--- src/rtl/clock_reset_sequencer_if.sv ---
// ----------------------------------------------------------------------------
// clock_reset_sequencer_if
// Groups the lock/request inputs and the reset/status outputs of the
// clock_reset_sequencer into one bundle.
//   pll_locked      raw PLL lock (asynchronous to clk)
//   soft_reset_req  single-cycle soft reset request from the CPU register block
//   periph_reset    active-high peripheral reset
//   cpu_reset       active-high CPU reset
//   ready           high while the sequencer is in RUN
//   reset_done      one-cycle pulse on entry to RUN
//   lock_loss_count saturating count of lock losses after settle
// Modports: master drives the requests (PLL wrapper / CPU side),
//           slave is the sequencer itself.
// ----------------------------------------------------------------------------
interface clock_reset_sequencer_if;
    logic       pll_locked;
    logic       soft_reset_req;
    logic       periph_reset;
    logic       cpu_reset;
    logic       ready;
    logic       reset_done;
    logic [7:0] lock_loss_count;

    modport master (
        output pll_locked,
        output soft_reset_req,
        input  periph_reset,
        input  cpu_reset,
        input  ready,
        input  reset_done,
        input  lock_loss_count
    );

    modport slave (
        input  pll_locked,
        input  soft_reset_req,
        output periph_reset,
        output cpu_reset,
        output ready,
        output reset_done,
        output lock_loss_count
    );
endinterface

--- src/rtl/clock_reset_sequencer.sv ---
// ----------------------------------------------------------------------------
// clock_reset_sequencer
// Brings the SoC out of reset after the PLL locks: synchronises the lock,
// waits for it to stay stable for SETTLE_CYCLES, holds both resets for
// HOLD_CYCLES, releases periph_reset, then releases cpu_reset STAGE_GAP
// cycles later. Lock loss after settle sends everything back into reset and
// is counted; a soft reset request in RUN re-runs the hold/release stages.
// Ports:
//   clk    system clock (PLL 1x output)
//   reset  synchronous, active-high block reset
//   bus    clock_reset_sequencer_if.slave (lock/request in, resets/status out)
//
// state     | meaning
// ----------+--------------------------------------------------------------
// WAIT_LOCK | resets asserted, waiting for synchronised lock
// SETTLE    | lock seen, counting stable-lock cycles
// HOLD      | lock settled, both resets held asserted
// RELEASE   | periph_reset released, waiting STAGE_GAP before CPU release
// RUN       | both resets released, ready high
// ----------------------------------------------------------------------------
module clock_reset_sequencer #(
    parameter int SETTLE_CYCLES = 1024,
    parameter int HOLD_CYCLES   = 16,
    parameter int STAGE_GAP     = 8
) (
    input  logic                          clk,
    input  logic                          reset,
    clock_reset_sequencer_if.slave        bus
);

    localparam int MAX_01  = (SETTLE_CYCLES > HOLD_CYCLES) ? SETTLE_CYCLES : HOLD_CYCLES;
    localparam int MAX_CNT = (MAX_01 > STAGE_GAP) ? MAX_01 : STAGE_GAP;
    localparam int CNT_W   = (MAX_CNT > 1) ? $clog2(MAX_CNT) : 1;

    localparam logic [CNT_W-1:0] SETTLE_LAST = CNT_W'(SETTLE_CYCLES - 1);
    localparam logic [CNT_W-1:0] HOLD_LAST   = CNT_W'(HOLD_CYCLES - 1);
    localparam logic [CNT_W-1:0] GAP_LAST    = CNT_W'(STAGE_GAP - 1);

    typedef enum logic [2:0] {
        WAIT_LOCK = 3'd0,
        SETTLE    = 3'd1,
        HOLD      = 3'd2,
        RELEASE   = 3'd3,
        RUN       = 3'd4
    } state_t;

    state_t           state, state_nxt;
    logic [CNT_W-1:0] cnt, cnt_nxt;
    logic             lock_s1, lock_s2;
    logic             locked_s;

    logic             periph_q, periph_nxt;
    logic             cpu_q, cpu_nxt;
    logic             ready_q, ready_nxt;
    logic             done_q, done_nxt;
    logic [7:0]       llc_q, llc_nxt;

    assign locked_s = lock_s2;

    always_ff @(posedge clk) begin
        if (reset) begin
            lock_s1 <= 1'b0;
            lock_s2 <= 1'b0;
        end else begin
            lock_s1 <= bus.pll_locked;
            lock_s2 <= lock_s1;
        end
    end

    always_ff @(posedge clk) begin
        if (reset) begin
            state    <= WAIT_LOCK;
            cnt      <= '0;
            periph_q <= 1'b1;
            cpu_q    <= 1'b1;
            ready_q  <= 1'b0;
            done_q   <= 1'b0;
            llc_q    <= 8'd0;
        end else begin
            state    <= state_nxt;
            cnt      <= cnt_nxt;
            periph_q <= periph_nxt;
            cpu_q    <= cpu_nxt;
            ready_q  <= ready_nxt;
            done_q   <= done_nxt;
            llc_q    <= llc_nxt;
        end
    end

    always_comb begin
        state_nxt  = state;
        cnt_nxt    = cnt;
        periph_nxt = periph_q;
        cpu_nxt    = cpu_q;
        ready_nxt  = ready_q;
        done_nxt   = 1'b0;
        llc_nxt    = llc_q;

        // Lock loss once settled overrides everything else, including a
        // coincident soft reset request in RUN.
        if ((state == HOLD || state == RELEASE || state == RUN) && !locked_s) begin
            state_nxt  = WAIT_LOCK;
            cnt_nxt    = '0;
            periph_nxt = 1'b1;
            cpu_nxt    = 1'b1;
            ready_nxt  = 1'b0;
            if (llc_q != 8'hFF) begin
                llc_nxt = llc_q + 8'd1;
            end
        end else begin
            case (state)
                WAIT_LOCK: begin
                    if (locked_s) begin
                        state_nxt = SETTLE;
                        cnt_nxt   = '0;
                    end
                end
                SETTLE: begin
                    if (!locked_s) begin
                        state_nxt = WAIT_LOCK;
                        cnt_nxt   = '0;
                    end else if (cnt == SETTLE_LAST) begin
                        state_nxt = HOLD;
                        cnt_nxt   = '0;
                    end else begin
                        cnt_nxt = cnt + 1'b1;
                    end
                end
                HOLD: begin
                    if (cnt == HOLD_LAST) begin
                        state_nxt  = RELEASE;
                        cnt_nxt    = '0;
                        periph_nxt = 1'b0;
                    end else begin
                        cnt_nxt = cnt + 1'b1;
                    end
                end
                RELEASE: begin
                    if (cnt == GAP_LAST) begin
                        state_nxt = RUN;
                        cnt_nxt   = '0;
                        cpu_nxt   = 1'b0;
                        ready_nxt = 1'b1;
                        done_nxt  = 1'b1;
                    end else begin
                        cnt_nxt = cnt + 1'b1;
                    end
                end
                RUN: begin
                    if (bus.soft_reset_req) begin
                        state_nxt  = HOLD;
                        cnt_nxt    = '0;
                        periph_nxt = 1'b1;
                        cpu_nxt    = 1'b1;
                        ready_nxt  = 1'b0;
                    end
                end
                default: begin
                    state_nxt  = WAIT_LOCK;
                    cnt_nxt    = '0;
                    periph_nxt = 1'b1;
                    cpu_nxt    = 1'b1;
                    ready_nxt  = 1'b0;
                end
            endcase
        end
    end

    assign bus.periph_reset    = periph_q;
    assign bus.cpu_reset       = cpu_q;
    assign bus.ready           = ready_q;
    assign bus.reset_done      = done_q;
    assign bus.lock_loss_count = llc_q;

endmodule

--- src/flat_wrapper.sv ---
// flat-port wrapper written by rule: the top's interface ports become plain ports
module clock_reset_sequencer_flat 
#(
    parameter int SETTLE_CYCLES = 1024,
    parameter int HOLD_CYCLES   = 16,
    parameter int STAGE_GAP     = 8
)
  (clk, reset, bus_pll_locked, bus_soft_reset_req, bus_periph_reset, bus_cpu_reset, bus_ready, bus_reset_done, bus_lock_loss_count);
  clock_reset_sequencer_if bus_i ();
  input  logic clk;
  input  logic reset;
  input wire logic [$bits(bus_i.pll_locked)-1:0] bus_pll_locked;
  input wire logic [$bits(bus_i.soft_reset_req)-1:0] bus_soft_reset_req;
  output wire logic [$bits(bus_i.periph_reset)-1:0] bus_periph_reset;
  output wire logic [$bits(bus_i.cpu_reset)-1:0] bus_cpu_reset;
  output wire logic [$bits(bus_i.ready)-1:0] bus_ready;
  output wire logic [$bits(bus_i.reset_done)-1:0] bus_reset_done;
  output wire logic [$bits(bus_i.lock_loss_count)-1:0] bus_lock_loss_count;
  assign bus_i.pll_locked = bus_pll_locked;
  assign bus_i.soft_reset_req = bus_soft_reset_req;
  assign bus_periph_reset = bus_i.periph_reset;
  assign bus_cpu_reset = bus_i.cpu_reset;
  assign bus_ready = bus_i.ready;
  assign bus_reset_done = bus_i.reset_done;
  assign bus_lock_loss_count = bus_i.lock_loss_count;
  clock_reset_sequencer #(.SETTLE_CYCLES(SETTLE_CYCLES), .HOLD_CYCLES(HOLD_CYCLES), .STAGE_GAP(STAGE_GAP)) u_core (.clk(clk), .reset(reset), .bus(bus_i));
endmodule
--- config.mk ---
export PLATFORM = sky130hd
export DESIGN_NAME = clock_reset_sequencer_flat
export DESIGN_NICKNAME = d
export VERILOG_FILES = /design/src/rtl/clock_reset_sequencer_if.sv /design/src/rtl/clock_reset_sequencer.sv /design/src/flat_wrapper.sv
export SDC_FILE = /design/constraint.sdc
export NUM_CORES = 1
export LEC_CHECK = 0
export CELL_PAD_IN_SITES_DETAIL_PLACEMENT = 0
export CELL_PAD_IN_SITES_GLOBAL_PLACEMENT = 1
export CORE_MARGIN = 4
export CORE_UTILIZATION = 46
export CTS_CLUSTER_SIZE = 40
export DETAILED_ROUTE_END_ITERATION = 10
export GPL_TIMING_DRIVEN = 0
export PLACE_DENSITY = 0.8
export SLEW_MARGIN = 5
export SYNTH_ARGS = -nofsm -noshare
export SYNTH_HDL_FRONTEND = slang
export SYNTH_SLANG_ARGS = --single-unit
--- constraint.sdc ---
create_clock -name clk -period 3.3 [get_ports clk]
set_clock_uncertainty 0.05 [all_clocks]
set_input_delay 0.825 -clock clk [delete_from_list [all_inputs] [get_ports clk]]
set_output_delay 0.825 -clock clk [all_outputs]
set_load 0.1 [all_outputs]
# Word level (Yosys, flattened, before mapping)
# Cells that the tools add are included.
# totals
register_bits,27
inputBits,4
output_inout_bits,12
elab_cells,64
# op_classes
add_sub_neg,2
n_eq_ne,13
n_mux,23
bitwise_logic,3
n_reduce_logical,14
# op_table
cell,count
10-bit 2-to-1 mux,6
10-bit case mux with 5 select lines,1
3-bit 2-to-1 mux,6
3-bit case mux with 5 select lines,1
10-bit by 1-bit adder with 10-bit output (second input constant),1
10-bit == test (second input constant),1
10-bit by 3-bit == test with 1-bit output (second input constant),1
10-bit by 4-bit == test with 1-bit output (second input constant),1
1-bit case mux with 3 select lines,3
3-bit OR reduction,3
8-bit by 1-bit adder with 8-bit output (second input constant),1
8-bit != test (second input constant),1
3-bit by 2-bit == test with 1-bit output (second input constant),2
1-bit 2-to-1 mux,6
2-bit != test (second input constant),3
3-bit AND reduction,2
5-bit AND reduction,1
2-bit AND reduction,2
3-bit by 1-bit == test with 1-bit output (second input constant),1
3-bit == test (second input constant),1
3-bit zero test,1
3-bit != test (second input constant),1
1-bit inverter,3
1-bit logical OR,2
other kinds (4),4

# Longest topological paths before layout
# logic_depth
depth_word,5
depth_mapped,6
mapped_depth_nobuf,5

# Worst setup path after synthesis
# Ideal clock, no wire load.
# synth_timing
path_kind,register -> register
start,reg u_core.llc_q[2] (netlist: u_core.bus.lock_loss_count[2])
end,reg u_core.llc_q[5] (netlist: u_core.bus.lock_loss_count[5])
setup_time_ps,123
arrival_ps,2033
path_slack_ps,1094
path_stages_with_launch,6
path_cell_list,dfxtp_1 > and4_1 > and4_4 > buf_6 > nor4_2 > mux2_1
# synth_via
elab_chain_len,2
word_cells_on_any_way,3
classes_between,add/sub (1); eq/ne (1); reduce/logical (1)
# synth_lines
element,line,rtl
start: declaration,clock_reset_sequencer.sv:56,"logic [7:0] llc_q, llc_nxt;"
start signal: assignment,clock_reset_sequencer.sv:86,llc_q <= llc_nxt;
branches (longest 2 deep; another with 8-bit by 1-bit adder with 8-bit output),--,
# Parallel ways; which one is timed is not known.
# A chain may end at the register's enable or synchronous reset.

# Worst setup path in the final report
# layout_timing
start,reg u_core.llc_q[2] (netlist: u_core.bus.lock_loss_count[2])
end,out bus_lock_loss_count[2]
# layout_rtl
element,line,rtl
end: declaration,flat_wrapper.sv:18,output wire logic [$bits(bus_i.lock_loss_count)-1:0] bus_lock_loss_count;
# No word-level cell between the ends.

==> metrics.md <==
| Metric | Value |
|---|---|
| Status | completed |
| Synth Register Bits | 27 |
| # Max-Cap Violations | 0 |
| Leak Pwr | 0.612 nW |
| Synth Instances | 182 |
| Ordered list of cells on the worst path | clkdlybuf4s50_1 |
| CP max stage delay | 1180 ps |
| Vias/cell | 5.85 |
| Area of the core | 3340 µm² |
| Clock sink count | 27 |
| Share of cells above drive strength 1 | 13.4% |
| HP Class | register to register |
| Post-CTS Resized | 0 |
| Clk root buf | clkbuf_4 |
| Clock Pin Slew Worst Setup and Hold Paths | 140 ps |
| Initial Utilization | 47.8% |
| Xor/xnor share of the synthesized area | 0.549% |
| Maximum fanout along the worst path | 8 |
| Post-synth EDFFs | 0 |
| Vias in the first global route | 1426 |
| # nets final | 208 |
| Syn Area/Cell | 8.76 µm² |
| DRT antenna net count | 0 |
| Final hold vios | 0 |
| Detailed-route wire length per cell | 13.8 µm |
| Final setup viols | 0 |
| Relative slew margins | 35.1% |
| FFs w/ async S/R, synth | 0% |
| Yosys cell types | 54 |
| DRC viols | 0 |
| Gpl congestion | 0.825 |
| Crit path arrival time | 1990 ps |
| Crit-path leading delay family | buffers and inverters |
| Most common cell after layout, fill and taps aside | dfxtp_1 |
| Worst-skew pair later-pin latency | 330 ps |
| Crit path max-delay cell type | clkdlybuf4s50_1 |
| Worst VDD drop | 0.177 mV |
| Crit path buf inv count | 1 |
| Max Slew Vio Count | 0 |
| Max frequency | 349 MHz |
| Iteration-0 DRC Markers | 83 |
| Gr usage total | 17.4% |
| Hpwl dp | 2540 µm |
| Crit end category | primary output |
| CP Launch Type | register |
| Largest net degree at the start of global routing | 15 |
| Top-area cell type share of the netlist area | 33.9% |
| Adder-cell share of the synthesized area | 1.57% |
| RSZ-0062 raised after global routing | no |
| Fraction of the mapped netlist area in simple logic gates | 30.5% |
| Most frequent cells in the layout | dfxtp_1 (27), nand2_1 (18), clkdlybuf4s50_1 (15) |
| CP Depth | 1 |
| Initial antenna violation count | 0 |
| Ranking of synthesized cells by area | dfxtp_1 (34%), nand2_1 (4.2%), a21oi_1 (4.1%) |
| Cell accounting for the most synthesized area | dfxtp_1 |
| FP Rows | 21 |
| Post-synthesis sequential area ratio | 33.9% |
| Post-route cell area | 1830 µm² |
| Final TNS setup | 0 ps |
| Top FF cell, synth | dfxtp_1 |
| Vias | 1446 |
| Power density over the cells | 327 nW/µm² |
| Area Growth Syn to Fin | 14.7% |
| CTS tree | done |
| Compound-gate portion of the synthesized area | 22.1% |
| Die Wd | 66.9 µm |
| Synth warn | 0 |
| Detailed Routing Iterations Pass 1 | 4 |
| Synthesized area | 1590 µm² |
| Antenna cells | 0 |
| R2r worst-path depth | 5 |
| CP required | 2420 ps |
| Period utilization | 86.9% |
| Mux share of post-synthesis cell area | 3.53% |
| Die height | 66.9 µm |
| Ports | 16 |
| # H-tree levels | 1 |
| Area of placed instances | 1800 µm² |
| Grt ovf | 0 |
| Synth Net Count | 188 |
| Hold depth | 1 |
| Routed WL | 3410 µm |
| Hold_buf cts | 0 |
| Minimum clock period | 2870 ps |
| Critical path class | register to primary output |
| First-pass GRT wire length | 5960 µm |
| Port Buffer Count | 15 |
| Full die area | 4470 µm² |
| CTS max path bufs | 2 |
| CTS buffer count | 3 |
| Postcts setup bufs | 0 |
| Worst-Margin Slew | 970 ps |
| Largest family of logic cells by synthesized area | simple AND/OR/NAND/NOR gates |
-- per-layer routing --
metal | track usage [%] | routed length [µm] | vias up | part of all wire, %
li1 | - | - | 719 | -
met1 | 19.6 | 1510 | 670 | 44
met2 | 30.2 | 1680 | 43 | 49
met3 | 2.70 | 109 | 14 | 3.2
met4 | 11.1 | 112 | 0 | 3.3
met5 | 0 | 0 | - | 0
-- power breakdown --
group	switching (mW)	total, mW	leakage (nW)	internal, mW
Clock	0.0971	0.145	0.0150	0.0474
Combinational	0.0747	0.118	0.379	0.0434
Sequential	0.00297	0.336	0.218	0.333
Total	0.175	0.598	0.612	0.424
-- kinds of logic after synthesis --
| logic type | after synthesis |
|---|---|
| xor+xnor | 1 |
| flops | 27 |
| buf+inv | 21 |
| fa+ha+maj | 2 |
| compound gates | 49 |
| simple gates | 77 |
| mux | 5 |
-- worst paths after layout --
check	from	to	slack [ps]
worst max register to register	u_core.cnt[0]	u_core.state[2]	1470
worst min-delay path	u_core.lock_s1	u_core.lock_s2	400
worst min register to register	u_core.lock_s1	u_core.lock_s2	400
worst max-delay path	u_core.bus.lock_loss_count[2]	bus_lock_loss_count[2]	430
-- cell type report --
class                           count  area, µm²
Clock buffer                        4       26.3
Tap cell                           46       57.6
Sequential cell                    27        541
Multi-Input combinational cell    134        928
Fill cell                         343       1510
Timing Repair Buffer               15        150
Inverter                            8       30.0
Buffer                             13       95.1
-- synthesized netlist by cell type (3+ instances only) --
cell and number:
buf_4 3, nor2b_1 7, buf_6 4, nor4_2 3, mux2_1 5, buf_2 3
a31oi_1 4, nand2b_1 3, o22ai_1 5, nand2_1 18, nor3_1 6, dfxtp_1 27
nor2_1 10, a21oi_1 13, nand3_1 6, inv_1 8, or4_1 3, o21ai_0 7
-- stage by stage --
stage / setup slack, ps / power, mW / util [%] / hold WS (ps) / std cells
detailed placement: 708 / 0.461 / 54.0 / 377 / 243
finish: 434 / 0.598 / 54.8 / 404 / 247
CTS: 416 / 0.609 / 54.8 / 409 / 247
global placement: 728 / 0.459 / 54.0 / 370 / 243
global route: 353 / 0.635 / 54.8 / 431 / 247
floorplan: 1090 / 0.434 / - / 364 / 182
-- state kept, by name, summed over array words and instances (netlist names) --
register                    cells
u_core.cnt                     10
u_core.bus.lock_loss_count      8
u_core.state                    3
u_core.bus.cpu_reset            1
u_core.bus.periph_reset         1
u_core.bus.ready                1
u_core.bus.reset_done           1
u_core.lock_s1                  1
u_core.lock_s2                  1
(Power assumes the default switching activity.)
